$ cat src/rtl/branch_pkg.sv
// Shared definitions for the pattern-history-table branch predictor.
//   OPC_BRANCH  : RV32I B-type major opcode
//   pht_entries : number of PHT entries for a given index width
//   sat_update  : one step of an N-bit saturating up/down counter
package branch_pkg;

  localparam logic [6:0] OPC_BRANCH = 7'b1100011;

  function automatic int unsigned pht_entries(input int unsigned index_w);
    return 32'd1 << index_w;
  endfunction

  // Counter value is carried zero-extended in 32 bits so one function serves
  // every CTR_W; callers cast the result back to their own width.
  function automatic logic [31:0] sat_update(input logic [31:0]  ctr,
                                             input logic         taken,
                                             input int unsigned  ctr_w);
    logic [31:0] max_val;
    max_val = (32'd1 << ctr_w) - 32'd1;
    if (taken) return (ctr == max_val) ? ctr : ctr + 32'd1;
    return (ctr == 32'd0) ? ctr : ctr - 32'd1;
  endfunction

endpackage

$ cat src/rtl/branch_predictor_pht_sat_counter.sv
// One PHT entry: CTR_W-bit saturating counter with asynchronous reset.
//   clk, reset : clock, async active-high reset (loads CTR_INIT)
//   update_i   : train this entry on the current edge
//   taken_i    : resolved direction (1 = count up, 0 = count down)
//   ctr_o      : current counter value
module sat_counter
  import branch_pkg::*;
#(
  parameter int unsigned CTR_W    = 2,
  parameter int unsigned CTR_INIT = 1
) (
  input  logic             clk,
  input  logic             reset,
  input  logic             update_i,
  input  logic             taken_i,
  output logic [CTR_W-1:0] ctr_o
);

  logic [CTR_W-1:0] ctr_q;
  logic [CTR_W-1:0] ctr_d;

  assign ctr_d = CTR_W'(sat_update(32'(ctr_q), taken_i, CTR_W));

  // NOTE: the table is built from flops rather than an SRAM precisely so every
  // entry can be returned to CTR_INIT by reset; memories normally are not reset.
  // NOTE: sequential state uses non-blocking assignment so all flops see the
  // pre-edge values of their neighbours.
  always_ff @(posedge clk or posedge reset) begin
    if (reset) begin
      ctr_q <= CTR_W'(CTR_INIT);
    end else if (update_i) begin
      ctr_q <= ctr_d;
    end
  end

  assign ctr_o = ctr_q;

endmodule

$ cat src/rtl/branch_predictor_pht.sv
// Pattern-history-table branch predictor.
// Lookup from IF (1-cycle latency, prediction registered for ID); training
// from EX with a write-forwarding path when lookup and update hit the same
// entry on the same edge. Also counts mispredictions (saturating, 32 bits).
//   lookup_valid/lookup_is_branch/lookup_pc : IF lookup request
//   pred_valid/pred_taken/pred_index        : registered prediction for ID
//   update_valid/update_index/update_taken/update_mispredict : EX training
//   mispredict_count                        : saturating misprediction count
// Optional build macro BRANCH_PREDICTOR_GSHARE_EN: XOR a HIST_W-bit global
// history register into the lookup index (gshare). Undefined: bimodal.
module branch_predictor_pht
  import branch_pkg::*;
#(
  parameter int unsigned PC_W     = 32,
  parameter int unsigned INDEX_W  = 6,
  parameter int unsigned CTR_W    = 2,
  parameter int unsigned CTR_INIT = 1,
  parameter int unsigned HIST_W   = 6
) (
  input  logic               clk,
  input  logic               reset,
  input  logic               lookup_valid,
  input  logic               lookup_is_branch,
  input  logic [PC_W-1:0]    lookup_pc,
  output logic               pred_valid,
  output logic               pred_taken,
  output logic [INDEX_W-1:0] pred_index,
  input  logic               update_valid,
  input  logic [INDEX_W-1:0] update_index,
  input  logic               update_taken,
  input  logic               update_mispredict,
  output logic [31:0]        mispredict_count
);

  localparam int unsigned ENTRIES = pht_entries(INDEX_W);

  logic [CTR_W-1:0]   ctr_q [ENTRIES];
  logic [INDEX_W-1:0] idx;
  logic [CTR_W-1:0]   upd_ctr_nxt;
  logic [CTR_W-1:0]   lookup_ctr;

  logic               pred_valid_q;
  logic               pred_taken_q;
  logic [INDEX_W-1:0] pred_index_q;
  logic [31:0]        miss_cnt_q;
  logic [31:0]        miss_cnt_d;

  // PC bits outside the index field carry no information for the table.
  logic unused_pc_bits;
  assign unused_pc_bits = ^{lookup_pc[PC_W-1:INDEX_W+2], lookup_pc[1:0]};

  for (genvar g = 0; g < ENTRIES; g++) begin : g_pht
    sat_counter #(
      .CTR_W   (CTR_W),
      .CTR_INIT(CTR_INIT)
    ) u_ctr (
      .clk     (clk),
      .reset   (reset),
      .update_i(update_valid && (update_index == INDEX_W'(g))),
      .taken_i (update_taken),
      .ctr_o   (ctr_q[g])
    );
  end

`ifdef BRANCH_PREDICTOR_GSHARE_EN
  logic [HIST_W-1:0] ghr_q;

  // Shift the resolved outcome in at the LSB; the cast keeps the low HIST_W
  // bits, which also covers HIST_W=1 (GHR simply becomes update_taken).
  always_ff @(posedge clk or posedge reset) begin
    if (reset) begin
      ghr_q <= '0;
    end else if (update_valid) begin
      ghr_q <= HIST_W'({ghr_q, update_taken});
    end
  end

  // Registered GHR: a same-edge history update does not affect this index.
  assign idx = lookup_pc[INDEX_W+1:2] ^ INDEX_W'(ghr_q);
`else
  localparam int unsigned unused_hist_w = HIST_W;
  assign idx = lookup_pc[INDEX_W+1:2];
`endif

  // Forward the post-training value when the lookup hits the entry being
  // trained on this edge; otherwise the stored value is already current.
  assign upd_ctr_nxt = CTR_W'(sat_update(32'(ctr_q[update_index]), update_taken, CTR_W));
  assign lookup_ctr  = (update_valid && (update_index == idx)) ? upd_ctr_nxt : ctr_q[idx];

  assign miss_cnt_d = (update_valid && update_mispredict && (miss_cnt_q != '1))
                      ? miss_cnt_q + 32'd1 : miss_cnt_q;

  always_ff @(posedge clk or posedge reset) begin
    if (reset) begin
      pred_valid_q <= 1'b0;
      pred_taken_q <= 1'b0;
      pred_index_q <= '0;
      miss_cnt_q   <= '0;
    end else begin
      pred_valid_q <= lookup_valid;
      pred_taken_q <= lookup_valid & lookup_is_branch & lookup_ctr[CTR_W-1];
      if (lookup_valid) pred_index_q <= idx;
      miss_cnt_q   <= miss_cnt_d;
    end
  end

  assign pred_valid       = pred_valid_q;
  assign pred_taken       = pred_taken_q;
  assign pred_index       = pred_index_q;
  assign mispredict_count = miss_cnt_q;

endmodule

$ cat config.mk
export PLATFORM = sky130hd
export DESIGN_NAME = branch_predictor_pht
export DESIGN_NICKNAME = d
export VERILOG_FILES = /design/src/rtl/branch_pkg.sv /design/src/rtl/branch_predictor_pht_sat_counter.sv /design/src/rtl/branch_predictor_pht.sv
export SDC_FILE = /design/constraint.sdc
export NUM_CORES = 1
export LEC_CHECK = 0
export ABC_AREA = 1
export ABC_CLOCK_PERIOD_IN_PS = 6600
export CORE_UTILIZATION = 45
export DETAILED_ROUTE_END_ITERATION = 8
export DONT_BUFFER_PORTS = 1
export PLACE_DENSITY = 0.63
export REMOVE_ABC_BUFFERS = 1
export SLEW_MARGIN = 30
export SYNTH_ARGS = -nofsm -noshare
export SYNTH_HDL_FRONTEND = slang
export SYNTH_SLANG_ARGS = --single-unit
$ cat constraint.sdc
create_clock -name clk -period 6.6 [get_ports clk]
set_input_delay 1.32 -clock clk [delete_from_list [all_inputs] [get_ports clk]]
set_output_delay 1.32 -clock clk [all_outputs]
set_load 0.02 [all_outputs]
==> out/results.ini, run 1 <==
[cts]
clkSinkCount=168
post_cts_resized=0
htree_num_levels=4
cts_setup_buffers=0
cts_root_buffer=sky130_fd_sc_hd__clkbuf_16
clk_latency_ns=0.44
cts_bufs_inserted=17
clkTransAtPathRegs_ns=0.07
postCtsHoldBufs=0
tritoncts=built
clock_tree.buffer_depth=2

[setup_path]
path_class=primary input to flop
cp_top_family=buffers and inverters
required_ns=6.92
startpoint_type=primary input
slowest_stage=sky130_fd_sc_hd__inv_1
critPathCaptureType=flop
timing.critical_path.arrival_ns=3.32
crit_top_cell=sky130_fd_sc_hd__inv_1
critPathMaxStageDelay_ns=0.45
path_buf_inv=4
path_cells=inv_1 > buf_4 > nand2_1 > nor2_1 > inv_1 > nor2_1 > inv_1 > o21ai_0 > o21ai_0
worstPathMaxFanout=49

[yosys]
postSynth.topFlopCell=sky130_fd_sc_hd__dfrtp_1
synthesis.area_per_instance_um2=6.97
synth_async_sr_flop_share_pct=100
mapped_cell_area_um2=10400
edff_count_synth=0
postSynthCellCount=1491
ys_seq_elements=168
synth_seq_area_share_pct=41.2
synth.lib_cells_used.distinct=48
synthesis.yosys.warnings=0

[grt]
grt_max_degree=148
grt_pass1_wl_mm=49.3
grt_busiest_layer=met2
grt.overflow.total=0
grt_util_met1_pct=35.9
antenna_found_initial=0
grt_util_all_layers_pct=26.6
grtUsageMet3_pct=4.51
grt.met2_usage_pct=42.9
grt_pass1_vias=9347

[placement]
dpl_cell_area_um2=10600
pre_cts_ws_ns=3.17
gp_congestion=0.929
dpl_wire_length_mm=20.4
buffers_added_on_ports=0

[floorplan]
die-width_um=154
die_area_um2=23700
num_rows=55
placeableCoreArea_um2=22600
fp.dieH_um=154
boundaryPins=85
initial_utilization_pct=45.9

[detailed_routing]
routed_wirelength_mm=30.1
remaining_drc_errors=0
firstDrtPassIters=5
drtAntennaViolNets=0
via_count=9856
vias_per_cell=5.59
drt_first_iter_violations=793
routedWlPerCell_um=17.1

[cells_and_area]
final_cell_mix=419 x sky130_fd_sc_hd__nand2_1, 181 x sky130_fd_sc_hd__o21ai_0, 179 x sky130_fd_sc_hd__nor2_1, 167 x sky130_fd_sc_hd__inv_1, 104 x sky130_fd_sc_hd__dfrtp_1
final_area_um2=11100
area.growth.synth_to_final_pct=7.14
count_of_nets_after_finishing=1510
number_of_inserted_diodes=0
layout.cells.most_common=sky130_fd_sc_hd__nand2_1
drive_gt1_share_pct=8.87

[timing]
hold_violations=0
timing.max_slew.rel_slack_pct=44.8
setup_tns_ns=0
fin_worst_skew_ns=0.00811
period_needed_ns=3.00
tightest_slew_ns=0.826
final-setup-viol-count=0
postLayoutSetupSlackWorst_ns=3.60
achievable_clock_frequency_ghz=0.333
hold-worst-slack_ns=0.472
min_period_over_period_pct=45.5
rsz0062_at_grt=false
final_max_slew_viol_count=0

[flow_run]
max-cap-violations=0

[outcome]
status=finished clean

[worst_hold_path]
hold_class=flop to flop

[power_and_ir_drop]
power_per_cell_area_nw_per_um2=247
power.total_uw=2750
p_leak_uw=0.00505
ir_worst_vdd_mv=0.170

-- worst min-delay path, stage by stage, from the launching register on --
cell and delay (ns):
sky130_fd_sc_hd__dfstp_2 0.38, sky130_fd_sc_hd__inv_1 0.04, sky130_fd_sc_hd__a21oi_1 0.06
-- Yosys cell counts (all sizes together), types with 2 or more instances --
| cell | number | share of area [%] |
|---|---|---|
| a211oi | 8 | 0.58 |
| a21oi | 87 | 4.2 |
| a221oi | 2 | 0.17 |
| a22oi | 8 | 0.58 |
| a32o | 3 | 0.29 |
| buf | 27 | 1.4 |
| clkbuf | 26 | 0.94 |
| clkinv | 4 | 0.14 |
| dfrtp | 104 | 25 |
| dfstp | 64 | 16 |
| inv | 170 | 6.1 |
| maj3 | 4 | 0.39 |
| nand2 | 423 | 15 |
| nand3 | 43 | 2.2 |
| nand4 | 12 | 0.93 |
| nor2 | 191 | 7.5 |
| nor3 | 32 | 1.7 |
| nor4 | 2 | 0.12 |
| o211ai | 22 | 1.6 |
| o21a | 5 | 0.36 |
| o21ai | 185 | 8.9 |
| o221ai | 5 | 0.42 |
| o22ai | 19 | 1.1 |
| o31ai | 6 | 0.43 |
| o41ai | 3 | 0.25 |
| xnor2 | 9 | 0.76 |
| xor2 | 20 | 1.7 |
-- report_power, final --
part           leakage [uW]  switching, uW  internal (uW)
sequential          0.00195            148           1200
combinational       0.00281            269            145
clock              0.000275            486            499
total               0.00505            904           1840
-- flip-flops by register name, summed over array words and instances (netlist names) --
register           flops
g_pht.u_ctr.ctr_o    128
mispredict_count      32
pred_valid             1
pred_index             6
pred_taken             1
-- metrics by stage --
stage,cells,util (%)
detailed placement,1730,46.6
CTS,1762,49.2
floorplan,1438,-
finish,1762,49.2
global placement,1730,46.6
global route,1762,49.2
-- logic make-up after synthesis --
| kind of cell | share of synthesized area [%] |
|---|---|
| buffers and inverters | 8.65 |
| adder cells (fa/ha/maj) | 0.506 |
| AO/OA/AOI/OAI | 19.1 |
| AND/OR/NAND/NOR | 28.1 |
| XOR/XNOR | 2.44 |
| flip-flops | 41.2 |
-- final cells by class --
class,count,area (um2)
Clock buffer,17,425
Inverter,174,658
Timing Repair Buffer,7,56.3
Sequential cell,168,4280
Tap cell,285,357
Fill cell,2251,11500
Multi-Input combinational cell,1096,5210
Clock inverter,15,144
-- worst paths after layout --
| kind | startpoint | to | slack (ns) | cells after the start |
|---|---|---|---|---|
| worst max-delay path | update_index[0] | g_pht[30].u_ctr.ctr_o[1]$_DFFE_PP0P_ | 3.60 | 9 |
| worst min-delay path | g_pht[51].u_ctr.ctr_o[0]$_DFFE_PP1P_ | g_pht[51].u_ctr.ctr_o[0]$_DFFE_PP1P_ | 0.47 | 2 |
| worst max register to register | mispredict_count[23]$_DFFE_PP0P_ | mispredict_count[23]$_DFFE_PP0P_ | 4.18 | 10 |
| worst min register to register | g_pht[51].u_ctr.ctr_o[0]$_DFFE_PP1P_ | g_pht[51].u_ctr.ctr_o[0]$_DFFE_PP1P_ | 0.47 | 2 |
| max in group asynchronous | reset | pred_index[1]$_DFFE_PP0P_ | 4.77 | 2 |
| min in group asynchronous | reset | g_pht[7].u_ctr.ctr_o[1]$_DFFE_PP0P_ | 0.72 | 1 |
-- per-layer routing --
metal	share of wire, %	up-vias
met5	0	-
met4	2.4	0
met3	6.9	56
met2	46	351
met1	45	4647
li1	-	4802
No activity file was read; power rests on OpenSTA's default activity.
==> run 2, diff against run 1 <==
--- a/config.mk
+++ b/config.mk
@@ -6,11 +6,11 @@
 export NUM_CORES = 1
 export LEC_CHECK = 0
 export ABC_AREA = 1
-export ABC_CLOCK_PERIOD_IN_PS = 6600
+export ABC_CLOCK_PERIOD_IN_PS = 2700
 export CORE_UTILIZATION = 45
 export DETAILED_ROUTE_END_ITERATION = 8
 export DONT_BUFFER_PORTS = 1
-export PLACE_DENSITY = 0.63
+export PLACE_DENSITY = 0.65
 export REMOVE_ABC_BUFFERS = 1
 export SLEW_MARGIN = 30
 export SYNTH_ARGS = -nofsm -noshare
==> constraint.sdc (replaced) <==
create_clock -name clk -period 2.7 [get_ports clk]
set_input_delay 0.54 -clock clk [delete_from_list [all_inputs] [get_ports clk]]
set_output_delay 0.54 -clock clk [all_outputs]
set_load 0.02 [all_outputs]
==> out/results.ini, run 2 (same netlist as run 1, synthesis figures left out) <==
[outcome]
status=finished clean

[detailed_routing]
routed_wirelength_mm=29.9
via_count=9915
remaining_drc_errors=0
firstDrtPassIters=5
drt_first_iter_violations=886
routedWlPerCell_um=16.8
drtAntennaViolNets=0
vias_per_cell=5.57

[floorplan]
initial_utilization_pct=45.9
fp.dieH_um=154
die-width_um=154
placeableCoreArea_um2=22600
die_area_um2=23700
num_rows=55
boundaryPins=85

[flow_run]
max-cap-violations=0

[cts]
cts_setup_buffers=0
clk_latency_ns=0.45
clkTransAtPathRegs_ns=0.08
clkSinkCount=168
cts_root_buffer=sky130_fd_sc_hd__clkbuf_16
post_cts_resized=0
postCtsHoldBufs=0
cts_bufs_inserted=17
clock_tree.buffer_depth=2
htree_num_levels=4
tritoncts=built

[setup_path]
worstPathMaxFanout=7
timing.critical_path.arrival_ns=2.51
worst_r2r_path_depth=10
required_ns=3.07
startpoint_type=flop
path_class=flop to flop
critPathCaptureType=flop

[cells_and_area]
area.growth.synth_to_final_pct=8.96
finalNonFillerCells=1780
largest_register_ffs=128
count_of_nets_after_finishing=1528
register_area_um2=4280
final_cell_mix=419 x sky130_fd_sc_hd__nand2_1, 181 x sky130_fd_sc_hd__o21ai_0, 179 x sky130_fd_sc_hd__nor2_1, 167 x sky130_fd_sc_hd__inv_1, 104 x sky130_fd_sc_hd__dfrtp_1
multi_input_area_um2=5210
nFillCells=2235
drive_gt1_share_pct=9.97
layout.cells.most_common=sky130_fd_sc_hd__nand2_1
final_area_um2=11300
number_of_inserted_diodes=0

[timing]
hold_violations=0
final_max_slew_viol_count=0
tightest_slew_ns=0.687
setup_tns_ns=0
timing.max_slew.rel_slack_pct=54.2
fin_worst_skew_ns=0.0134
period_needed_ns=2.14
min_period_over_period_pct=79.2
rsz0062_at_grt=false
achievable_clock_frequency_ghz=0.467
final-setup-viol-count=0

[grt]
grt_pass1_vias=9341
grt.overflow.total=0
grt_pass1_wl_mm=48.8
grt_util_all_layers_pct=26.4
grt_max_degree=148
antenna_found_initial=0

[power_and_ir_drop]
ir_worst_vdd_mv=0.383
power_per_cell_area_nw_per_um2=604
swShare_pct=33.3
p_switching_uw=2280
power_frac_seq_pct=48.2
p_leak_uw=0.00516
internal_pwr_total_uw=4560
clock_power_share_pct=36.7
combinational_fraction_of_design_power_pct=15.1

[placement]
post-place-cells=1748
buffers_added_on_ports=0
dpl_cell_area_um2=10700
gp_congestion=0.931
dpl_wire_length_mm=20.5

[worst_hold_path]
hold_class=primary input to asynchronous set/reset pin

## run 2: changes by cell type in the layout (fill, tap and decap cells not counted), sizes merged
| cell | change |
|---|---|
| buf | +18 |
| inv | +3 |
| clkinvlp | -2 |
| clkinv | -1 |
## run 2: through the flow
| stage | setup slack (ns) | total power, uW | utilization, % | hold WS [ns] |
|---|---|---|---|---|
| 6_report | 0.561 | 6840 | 50.0 | 0.0287 |
| 5_1_grt | 0.333 | 7190 | 50.0 | 0.0652 |
| 4_1_cts | 0.530 | 6880 | 50.0 | 0.0426 |
| 3_5_place_dp | 0.545 | 4360 | 47.4 | 0.459 |
| 3_3_place_gp | 0.580 | 4320 | 47.4 | 0.455 |
| 2_1_floorplan | -2.28 | 4020 | - | 0.448 |
## run 2: power by group through the flow
stage / clock network (uW) / logic (uW) / registers, uW
floorplan: 0 / 776 / 3250
global placement: 0 / 998 / 3320
detailed placement: 0 / 1030 / 3330
CTS: 2560 / 1030 / 3290
global route: 2650 / 1190 / 3350
finish: 2510 / 1030 / 3300
## run 2: cell type report
| cell class | count | area share [%] |
|---|---|---|
| Timing Repair Buffer | 25 | 1.88 |
| Multi-Input combinational cell | 1096 | 46.0 |
| Clock inverter | 15 | 1.56 |
| Inverter | 174 | 5.81 |
| Tap cell | 285 | 3.15 |
| Sequential cell | 168 | 37.8 |
| Clock buffer | 17 | 3.76 |
## run 2: routing by layer
layer,share of wire [%],track usage [%],vias to the layer above,wire length [um]
met5,0,0,-,0
met4,2.6,9.33,0,766
met3,8.0,5.02,60,2400
met2,46,41.7,403,13700
met1,44,36.0,4618,13000
li1,-,-,4834,-
## run 2: worst max-delay path, cell delays in order (launching register included)
cell	delay [ns]
sky130_fd_sc_hd__dfrtp_1	0.58
sky130_fd_sc_hd__nand2_1	0.21
sky130_fd_sc_hd__nor2_1	0.25
sky130_fd_sc_hd__nand2_1	0.08
sky130_fd_sc_hd__nor2_1	0.15
sky130_fd_sc_hd__nand2_1	0.11
sky130_fd_sc_hd__nand3_2	0.13
sky130_fd_sc_hd__buf_4	0.21
sky130_fd_sc_hd__nor2_1	0.10
sky130_fd_sc_hd__nand3_1	0.09
sky130_fd_sc_hd__xor2_1	0.15
## run 2: final timing paths
check / start / endpoint / slack, ns
max: mispredict_count[17]$_DFFE_PP0P_ / mispredict_count[7]$_DFFE_PP0P_ / 0.56
min: reset / mispredict_count[2]$_DFFE_PP0P_ / 0.03
max reg2reg: mispredict_count[17]$_DFFE_PP0P_ / mispredict_count[7]$_DFFE_PP0P_ / 0.56
min reg2reg: g_pht[51].u_ctr.ctr_o[0]$_DFFE_PP1P_ / g_pht[51].u_ctr.ctr_o[0]$_DFFE_PP1P_ / 0.47
max in group asynchronous: reset / g_pht[31].u_ctr.ctr_o[0]$_DFFE_PP1P_ / 1.89
min in group clk: lookup_valid / pred_valid$_DFF_PP0_ / 0.13
==> run 3, diff against run 2 <==
--- a/config.mk
+++ b/config.mk
@@ -6,7 +6,7 @@
 export NUM_CORES = 1
 export LEC_CHECK = 0
 export ABC_AREA = 1
-export ABC_CLOCK_PERIOD_IN_PS = 2700
+export ABC_CLOCK_PERIOD_IN_PS = 1900
 export CORE_UTILIZATION = 45
 export DETAILED_ROUTE_END_ITERATION = 8
 export DONT_BUFFER_PORTS = 1
==> constraint.sdc (replaced) <==
create_clock -name clk -period 1.9 [get_ports clk]
set_input_delay 0.38 -clock clk [delete_from_list [all_inputs] [get_ports clk]]
set_output_delay 0.38 -clock clk [all_outputs]
set_load 0.02 [all_outputs]
==> out/results.ini, run 3 (same netlist as run 1, synthesis figures left out) <==
[grt]
antenna_found_initial=1
grt.overflow.total=0
grt_util_all_layers_pct=27.2
grt_pass1_vias=9757
grt_max_degree=148
grt_pass1_wl_mm=50.4

[setup_path]
timing.critical_path.arrival_ns=2.10
worstPathMaxFanout=4
critPathMaxStageDelay_ns=0.42
slowest_stage=sky130_fd_sc_hd__dfrtp_1
critPathCaptureType=flop
startpoint_type=flop
path_class=flop to flop
required_ns=2.24
worstReg2RegStart=mispredict_count[5]$_DFFE_PP0P_
crit_path_start=mispredict_count[5]$_DFFE_PP0P_
path_cells=inv_2 > nor3_4 > nand3_2 > or3_4 > nor2_4 > nand4_2 > o21ai_1 > nand2_1

[worst_hold_path]
hold_class=primary input to flop
hold_path.startpoint=lookup_valid

[cells_and_area]
final_area_um2=11800
largest_register_ffs=128
count_of_nets_after_finishing=1587
layout.cells.most_common=sky130_fd_sc_hd__nand2_1
number_of_inserted_diodes=0
layout.core_utilization_pct=52.0
area.growth.synth_to_final_pct=13.4
drive_gt1_share_pct=13.4
nFillCells=2253
final_cell_mix=419 x sky130_fd_sc_hd__nand2_1, 181 x sky130_fd_sc_hd__o21ai_0, 177 x sky130_fd_sc_hd__nor2_1, 167 x sky130_fd_sc_hd__inv_1, 104 x sky130_fd_sc_hd__dfrtp_1

[detailed_routing]
firstDrtPassIters=5
drtAntennaViolNets=0
routed_wirelength_mm=30.4
top_layer_used=met4
met3_wl_post_dr_mm=2.46
vias_per_cell=5.49
drt_first_iter_violations=838
met2WireLength_mm=13.7
drt-met1-wl_mm=13.4
remaining_drc_errors=0
via_count=10100
routedWlPerCell_um=16.5

[cts]
clkSinkCount=168
clk_latency_ns=0.44
tritoncts=built
clock_tree.buffer_depth=2
cts_root_buffer=sky130_fd_sc_hd__clkbuf_16
cts_setup_buffers=0
cts_bufs_inserted=17
clkTransAtPathRegs_ns=0.07
htree_num_levels=4

[floorplan]
initial_utilization_pct=45.9
boundaryPins=85
fp.dieH_um=154
die_area_um2=23700
die-width_um=154
placeableCoreArea_um2=22600
num_rows=55

[timing]
final_max_slew_viol_count=0
hold_violations=0
achievable_clock_frequency_ghz=0.568
fin_worst_skew_ns=0.00969
period_needed_ns=1.76
final-setup-viol-count=0
hold-worst-slack_ns=0.0201
min_period_over_period_pct=92.6
tightest_slew_ns=0.758
timing.max_slew.rel_slack_pct=49.4
postLayoutSetupSlackWorst_ns=0.140
rsz0062_at_grt=false

[placement]
pre_cts_ws_ns=0.0473
buffers_added_on_ports=0
gp_congestion=0.975
dpl_wire_length_mm=21.4
dpl_cell_area_um2=11200

[outcome]
status=finished clean

[power_and_ir_drop]
power_per_cell_area_nw_per_um2=820
p_leak_uw=0.00544
ir_worst_vdd_mv=0.589

[flow_run]
max-cap-violations=0

run 3: cell types whose count changed in the layout (fill, tap and decap cells not counted), moves of 3 or more:
cell / before / now
sky130_fd_sc_hd__buf_12: 2 / 5
sky130_fd_sc_hd__buf_4: 23 / 77
sky130_fd_sc_hd__clkinv_8: 4 / 0
sky130_fd_sc_hd__clkinvlp_4: 0 / 7
sky130_fd_sc_hd__inv_8: 6 / 0
run 3: area by class of cell:
class | count | area, um2 | area share [%]
tap | 285 | 357 | 3.03
sequential | 168 | 4280 | 36.4
clock inverter | 13 | 123 | 1.04
multi-input combinational | 1096 | 5230 | 44.4
clock buffer | 19 | 433 | 3.67
timing repair buffer | 84 | 698 | 5.92
inverter | 174 | 661 | 5.61
run 3: per-layer routing:
metal / vias to the layer above / GRT usage (%)
met2: 387 / 42.8
met5: - / 0
met1: 4684 / 36.5
met4: 0 / 10.6
met3: 60 / 6.12
li1: 4972 / -
run 3: repair_timing:
action / CTS / global route
endpoints found under the hold margin: 22 / 0
gates resized for setup: 0 / 6
endpoints found under the setup margin: 0 / 6
hold buffers: 2 / 0
run 3: path summary, 6_finish.rpt:
path / cells after the start / to / slack [ns]
max in group asynchronous: 3 / g_pht[59].u_ctr.ctr_o[0]$_DFFE_PP1P_ / 0.77
min reg2reg: 2 / g_pht[43].u_ctr.ctr_o[0]$_DFFE_PP1P_ / 0.48
min: 1 / pred_index[5]$_DFFE_PP0P_ / 0.02
max: 8 / mispredict_count[30]$_DFFE_PP0P_ / 0.14
min in group asynchronous: 2 / g_pht[7].u_ctr.ctr_o[1]$_DFFE_PP0P_ / 0.46
max reg2reg: 8 / mispredict_count[30]$_DFFE_PP0P_ / 0.14
run 3: worst max-delay path: cells and delay by family (launching register included):
family                 cells  cell delay, ns
flip-flops                 1            0.42
AND/OR/NAND/NOR            6            1.02
AO/OA/AOI/OAI              1            0.15
buffers and inverters      1            0.06
run 3: power by group:
part / switching [uW] / internal (uW) / total (uW) / leakage (uW)
sequential: 400 / 4170 / 4570 / 0.00195
combinational: 1080 / 636 / 1710 / 0.00323
clock: 1570 / 1810 / 3390 / 0.000249
total: 3050 / 6620 / 9670 / 0.00544
run 3: per-stage QoR:
step | cells | setup TNS [ns] | total power (uW)
floorplan | 1438 | -412.33 | 5720
global placement | 1805 | 0 | 6260
detailed placement | 1805 | 0 | 6320
CTS | 1839 | 0 | 9720
global route | 1839 | 0 | 10200
finish | 1839 | 0 | 9670
